### src/rtl/seq_detect_prog.sv
// Programmable serial pattern detector.
// The pattern, its length (1..MAX_LEN) and the overlap mode can be loaded at run time.
// Input bits count only when in_valid is high.
// A registered one-cycle pulse marks each match, and a saturating counter tallies the matches.
// An illegal length latches cfg_err and disables detection until a legal load.
module seq_detect_prog #(
    parameter int unsigned MAX_LEN = 8,
    parameter int unsigned LEN_W   = 4,
    parameter int unsigned CNT_W   = 8
) (
    input  logic               clk,
    input  logic               reset,
    input  logic               inp_bit,
    input  logic               in_valid,
    input  logic               cfg_load,
    input  logic [MAX_LEN-1:0] cfg_pattern,
    input  logic [LEN_W-1:0]   cfg_len,
    input  logic               cfg_overlap,
    input  logic               count_clr,
    output logic               seq_seen,
    output logic [CNT_W-1:0]   match_count,
    output logic               cfg_err
);

    localparam logic [MAX_LEN-1:0] DEF_PAT = MAX_LEN'(4'b1011);
    localparam logic [LEN_W-1:0]   DEF_LEN = LEN_W'(4);
    localparam logic [LEN_W-1:0]   MAX_L   = LEN_W'(MAX_LEN);

    logic [MAX_LEN-1:0] pat_q, pat_d;
    logic [LEN_W-1:0]   len_q, len_d;
    logic               ovl_q, ovl_d;
    logic               err_q, err_d;
    logic [MAX_LEN-1:0] hist_q, hist_d;
    logic [LEN_W-1:0]   fill_q, fill_d;
    logic               seen_q, seen_d;
    logic [CNT_W-1:0]   cnt_q, cnt_d;

    logic [MAX_LEN-1:0] cand;
    logic [MAX_LEN-1:0] mask;
    logic [LEN_W:0]     fill_inc;
    logic               beat;
    logic               hit;
    logic               cfg_legal;

    // Match evaluation for the current beat (only bits below len are compared)
    always_comb begin
        cand = {hist_q[MAX_LEN-2:0], inp_bit};
        mask = '0;
        for (int unsigned i = 0; i < MAX_LEN; i++) begin
            mask[i] = (i < 32'(len_q));
        end
        fill_inc  = {1'b0, fill_q} + 1'b1;
        beat      = in_valid & ~cfg_load & ~err_q;
        hit       = beat && (fill_inc >= {1'b0, len_q}) && (((cand ^ pat_q) & mask) == '0);
        cfg_legal = (cfg_len != '0) && (cfg_len <= MAX_L);
    end

    // Next-state logic: config load, shift/fill update, pulse and counter
    always_comb begin
        pat_d  = pat_q;
        len_d  = len_q;
        ovl_d  = ovl_q;
        err_d  = err_q;
        hist_d = hist_q;
        fill_d = fill_q;
        seen_d = 1'b0;
        cnt_d  = cnt_q;

        if (cfg_load) begin
            pat_d  = cfg_pattern;
            len_d  = cfg_len;
            ovl_d  = cfg_overlap;
            err_d  = ~cfg_legal;
            hist_d = '0;
            fill_d = '0;
        end else if (beat) begin
            hist_d = cand;
            fill_d = (fill_q == MAX_L) ? fill_q : fill_q + 1'b1;
            if (hit && !ovl_q) begin
                fill_d = '0;
            end
            seen_d = hit;
        end

        if (count_clr) begin
            cnt_d = '0;
        end else if (hit && (cnt_q != '1)) begin
            cnt_d = cnt_q + 1'b1;
        end
    end

    // State registers with synchronous reset to the default "1011" detector
    always_ff @(posedge clk) begin
        if (reset) begin
            pat_q  <= DEF_PAT;
            len_q  <= DEF_LEN;
            ovl_q  <= 1'b1;
            err_q  <= 1'b0;
            hist_q <= '0;
            fill_q <= '0;
            seen_q <= 1'b0;
            cnt_q  <= '0;
        end else begin
            pat_q  <= pat_d;
            len_q  <= len_d;
            ovl_q  <= ovl_d;
            err_q  <= err_d;
            hist_q <= hist_d;
            fill_q <= fill_d;
            seen_q <= seen_d;
            cnt_q  <= cnt_d;
        end
    end

    assign seq_seen    = seen_q;
    assign match_count = cnt_q;
    assign cfg_err     = err_q;

endmodule

### config.mk
export PLATFORM = sky130hd
export DESIGN_NAME = seq_detect_prog
export DESIGN_NICKNAME = d
export VERILOG_FILES = /design/src/rtl/seq_detect_prog.sv
export SDC_FILE = /design/constraint.sdc
export NUM_CORES = 1
export LEC_CHECK = 0
export CORE_MARGIN = 2
export CORE_UTILIZATION = 50
export DETAILED_ROUTE_END_ITERATION = 10
export PLACE_DENSITY = 0.76
export SYNTH_ARGS = -nofsm -noshare
export SYNTH_HDL_FRONTEND = slang
export SYNTH_SLANG_ARGS = --single-unit
### constraint.sdc
create_clock -name clk -period 4.94 [get_ports clk]
set_input_delay 0.741 -clock clk [delete_from_list [all_inputs] [get_ports clk]]
set_output_delay 0.741 -clock clk [all_outputs]
set_load 0.02 [all_outputs]
# Word level (Yosys, flattened, before mapping)
# Index checks and enable logic that the tools add are counted.
# totals
wordCells	46
regBits	34
out_inout_bits	10
in_bits	19
# classes
order_cmp	10
n_bitwise	8
n_addsub	3
eq_ne	3
reduce_logical	12
n_mux	2
# ops
operator	count
< comparator 3 x 4 -> 1 bit, first input constant	4
adder 8 x 1 -> 8 bit, second input constant	1
AND 8 bit	1
zero test 8 bit	1
< comparator 1 x 4 -> 1 bit, first input constant	2
< comparator 2 x 4 -> 1 bit, first input constant	2
2-to-1 mux 4 bit	2
!= test 8 bit, second input constant	1
XOR 8 bit	1
adder 4 x 1 -> 5 bit, second input constant	1
>= comparator 5 x 4 -> 1 bit	1
logical AND 1 bit	5
adder 4 x 1 -> 4 bit, second input constant	1
== test 4 bit, second input constant	1
<= comparator 4 bit, second input constant	1
inverter 1 bit	4
nonzero test 4 bit	1
OR reduction 2 bit	2
OR reduction 3 bit	1
AND 1 bit	2
!= test 2 x 1 -> 1 bit, second input constant	1
AND reduction 2 bit	1
zero test 1 bit	1

# Logic depth before layout (Yosys ltp)
# logic_depth
depth_word	8
ltp_mapped	9
mapped_depth_nobuf	8

# Worst setup path before layout
# OpenSTA, ideal clock, no wires.
# synth_timing
kind	input port to flip-flop
from	input cfg_load
to	register cnt_q[4] (netlist: match_count[4])
stages	7
path_buffers	1
setup_time_ps	70
setup_slack_ps	2474
t_required_ps	4870
t_arrival_ps	2396
path_cell_list	buf_6 > nor3b_4 > o21ai_2 > nor4_4 > nand4_2 > or4_1 > a21oi_1
# synth_between
elab_chain_cells	6
# synth_rtl
element	line	source
start, declared	15	input logic cfg_load,
inverter 1 bit	53	beat = in_valid & ~cfg_load & ~err_q;
AND 1 bit (2 in a row)	53	
logical AND 1 bit (2 in a row)	54	hit = beat && (fill_inc >= {1'b0, len_q}) && (((cand ^ pat_q) & mask) == '0);
logical AND 1 bit	87	end else if (hit && (cnt_q != '1)) begin
end signal, assigned	111	cnt_q <= cnt_d;
end, declared	36	logic [CNT_W-1:0] cnt_q, cnt_d;
# Every way passes these cells.
# A chain may end at the register's enable or synchronous reset.

# Worst setup path after layout
# layout_timing
from	input cfg_load
to	register cnt_q[3] (netlist: match_count[3])
# The elaborated chain is that of the path after synthesis.

==> results.md <==
- Headroom to the max-slew limit came out at 0.652.
- TritonCTS built the clock tree.
- The register area share after synthesis is 0.397.
- Once detail routing completed, the nets flagged for antenna violations numbered 0.
- The max-cap check violation count is 0.
- The H-tree depth reported by CTS is 2.
- The critical path contains buffers and inverters numbering 2 combined.
- Of all cell types, the one taking the most synthesized area is dfxtp_1.
- The largest net degree at the start of global routing is 20.
- Setup repair after global routing left no endpoint under its margin.
- No sink is reached through more buffers than the 2 on the longest clock path.
- In this run, placement finished with an instance count of 267.
- The number of gates resized after CTS was 0.
- The count of flip-flops with a built-in enable after synthesis is 0.
- The filler-free cell count of the finished design is roughly 280.
- The flow ran to the end, and the final reports show no timing, DRC or antenna violations.
- The startpoint identified for the worst register-to-register timing path is fill_q[0]$_SDFFE_PP0P_.
- The total placed instance area is 2030 µm².
- The number of placed I/O pins is 29.
- Along the worst path, the maximum fanout reaches 19.
- The setup slack of the most critical reg-to-reg path is approximately 2.3 ns.
- The first global-routing pass estimated 6090 µm of wire.
- The initial utilization of the core area, before any placement, comes to 0.518.
- The combined global-route utilization of all metal layers is 0.192.
- The met3 track demand over resource is 0.0505.
- The height of the die is approximately 63 µm.
- In this run, synthesis produced a sequential element count of 34.
- The DRC violation count after routing is 0.
- The met2 usage in global routing is 0.308.
- The final hold violation count came to 0.
- Summed over all cells, the static leakage comes to roughly 0.75 nW.
- In the final layout, the share of cells above drive strength 1 is 0.0655.
- The number of sinks handled by clock tree synthesis is 34.
- The cell count after synthesis is 199.
- The total CTS buffers is 5.
- The die area is 3910 µm².
- After routing the design area is 2090 µm².
- After synthesis, the most frequently instantiated cells are 34 x dfxtp_1, 27 x nand2_1, 19 x a21oi_1, 18 x nor2_1, 13 x mux2i_1.
- The launch instance of the worst min-delay path is hist_q[0]$_SDFFE_PP0P_.
- Among cell families on the critical path, the largest total delay comes from simple AND/OR/NAND/NOR gates.
- The startpoint kind of the worst setup timing path is an input pin.
- Buffers placed on the I/O ports in this run total 28.
- At the end of routability-driven placement, the weighted congestion stood at about 0.9.
- Power comes to around 540 µW.
- For this run, global-route usage on met1 was measured as 0.252.
- Counting the fill cells in the layout gives 302.
- In this run the core area contains 21 standard-cell rows.
- The largest clock skew in the final design is between 0.008 and 0.009 ns.
- The achievable clock frequency is roughly 320 MHz.
- CTS placed an instance of clkbuf_4 at the clock tree root.
- The insertion delay to the later sink of the worst-skew pair is 0.32 ns.
- The area of the mapped netlist is approximately 1700 µm².
- The count of cells along the worst register-to-register path is 8.
- Among all flip-flop cells after synthesis, the most frequent one is dfxtp_1.
- After routing, the total negative slack on setup checks comes to 0 ns.
- The global-route congestion overflow total is 0.
- The nature of the critical path endpoint is a flip-flop.
- The initial antenna violation count is 0.
- In this run the most used layer during global routing was met2.
- Walking the worst path, the cells encountered are clkdlybuf4s50_1, buf_4, nor3b_4, o21ai_2, nor4_4, nand4_2, or4_1, a21oi_1.
- At the pin with the least slew margin, the transition time is 0.520 ns.
- The total half-perimeter wirelength after legalization and detailed placement is around 2600 µm.
- For this block, the initial DRC count from the detailed router was a little over 100.
- Ranked by total cell area, the synthesized netlist is headed by dfxtp_1 40%, mux2i_1 7.6%, nand2_1 5.9%, a21oi_1 5.5%, ha_1 5.1%.
- The average vias per placed instance is 5.43.
- In this run the critical register-to-register path is captured at match_count[3]$_SDFFE_PP0P_.
- The die extent in x is 62.6 µm.
- The endpoint with the worst hold slack is hist_q[1]$_SDFFE_PP0P_.
- The classification of the worst-slack hold path is flip-flop to flip-flop.
- The net count after synthesis is ~230.
- The detailed-route wire length is around 3400 µm.
- The synthesized area divided by synthesized cell count is ~8.6 µm².
- The standard cell core area is 3310 µm².
- Hold repair after CTS inserted 0 buffers.
- The data required time of the critical path is 5.19 ns.
- On the final layout, the worst hold slack is approximately 0.48 ns.
- Compared with the post-synthesis result, the final layout area differs by 21.7%.
- On the worst path, the slowest cell contributes a delay of 0.62 ns.
- After clock tree synthesis, the setup repair step added 0 buffers.
- The critical path start-end classification is input pin to flip-flop.
- Clock-pin slew was measured on the worst setup and hold paths at around 0.10 ns.
- The routed layout has between 1000 and 1500 vias.
- The post-synthesis async set-or-reset flop share is 0.
- After layout, the minimum clock period comes to roughly 3.1 ns.
- The first-pass iteration count of the detailed router is 5.
- The total number of yosys warnings is 0.
- The power density of the placed cells is between 200 and 300 nW/µm².
- The share of the clock period used by the worst path after layout is 0.634.
- The worst hold path was traced through 2 stages.
- The dominant cell by count in the synthesized netlist is dfxtp_1.
- The worst-case IR drop observed on VDD is between 0.1 and 0.15 mV.
- The distinct cell type count of the synthesized netlist is 38.
- The number of global-route vias before repair is about 1400.
- For this run, the post-layout net count is ~250.
- The fraction of post-synthesis cell area in the top cell type by area is 0.397.
- The max-slew violation total from the final report is 0.
- The largest individual stage delay along the critical path comes from the cell or4_1.
- Setup violations remaining at the end of the flow were counted as 0.
- The data arrival at the endpoint of the critical path is 3.38 ns.
- The wire length per cell is 12.4 µm.
- The depth of the critical timing path with buffers and inverters included is 8.
- The repair_antennas step left the layout with diodes totalling 0.
[cell type report]
| type | instances | area, µm² | area share |
|---|---|---|---|
| timing repair buffer | 29 | 288 | 0.138 |
| sequential | 34 | 681 | 0.326 |
| inverter | 8 | 30.0 | 0.0144 |
| clock inverter | 1 | 5.00 | 0.00240 |
| clock buffer | 7 | 55.1 | 0.0264 |
| tap | 46 | 57.6 | 0.0276 |
| multi-input combinational | 150 | 970 | 0.465 |
[flip-flops by register name, summed over array words and instances (netlist names)]
signal       cells
match_count      8
fill_q           4
hist_q           7
ovl_q            1
len_q            4
cfg_err          1
pat_q            8
seq_seen         1
[kinds of logic (layout without fill, tap and decap cells)]
family                     count (synthesis)  after routing  share of synthesized area
AOI/OAI and AO/OA                         45             45                      0.157
xor gates and xnor gates                  11             11                     0.0562
adders and majority gates                  7              7                     0.0511
buffers and inverters                     15             45                     0.0372
DFF                                       34             34                      0.397
muxes                                     13             13                     0.0759
and+or+nand+nor                           74             74                      0.226
[worst reg2reg max path: stages (launching register included)]
cell and delay (ns):
dfxtp_1 0.40, inv_1 0.10, ha_1 0.33, ha_1 0.29, a211oi_1 0.06, o21ai_0 0.25
nand4_2 0.41, or4_1 0.62, a21oi_1 0.16
[power breakdown]
part           total, mW  leakage [nW]  switching, mW  internal (mW)
registers          0.298         0.277         0.0127          0.286
logic             0.0860         0.437         0.0424         0.0435
clock network      0.156        0.0353         0.0873         0.0690
[metrics by stage]
stage / utilization / worst slack [ns]
floorplan: - / 2.47
global placement: 0.612 / 1.60
detailed placement: 0.612 / 1.48
CTS: 0.630 / 1.82
global route: 0.630 / 1.66
finish: 0.630 / 1.81
[metal layers]
metal | vias up | share of wire
met1 | 673 | 0.48
li1 | 769 | -
met2 | 45 | 0.46
met5 | - | 0
met4 | 0 | 0.012
met3 | 6 | 0.048
[cell usage in the layout, fill, tap and decap left out, types with 2 or more instances in the layout]
cell type / Yosys / final
clkbuf_4: 0 / 5
nand2b_1: 2 / 2
clkdlybuf4s50_1: 0 / 28
o21ai_0: 10 / 10
nor4_1: 2 / 2
o41ai_1: 2 / 2
nand2_1: 27 / 27
xnor2_1: 9 / 9
inv_1: 8 / 8
and4_1: 2 / 2
nor3b_1: 2 / 2
a21oi_1: 19 / 19
xor2_1: 2 / 2
or2_2: 2 / 2
a211oi_1: 2 / 2
o211ai_1: 3 / 3
nand3_1: 7 / 7
ha_1: 7 / 7
nand4_1: 3 / 3
or4_1: 3 / 3
o31ai_1: 2 / 2
nor2_1: 18 / 18
dfxtp_1: 34 / 34
mux2i_1: 13 / 13
[worst max-delay path by stage]
stage | startpoint | to
detailed placement | cfg_load | match_count[4]$_SDFFE_PP0P_
floorplan | cfg_load | match_count[4]$_SDFFE_PP0P_
global placement | cfg_load | match_count[5]$_SDFFE_PP0P_
CTS | cfg_load | match_count[4]$_SDFFE_PP0P_
finish | cfg_load | match_count[3]$_SDFFE_PP0P_
global route | cfg_load | match_count[3]$_SDFFE_PP0P_
Power figures use the tool's default switching activity.
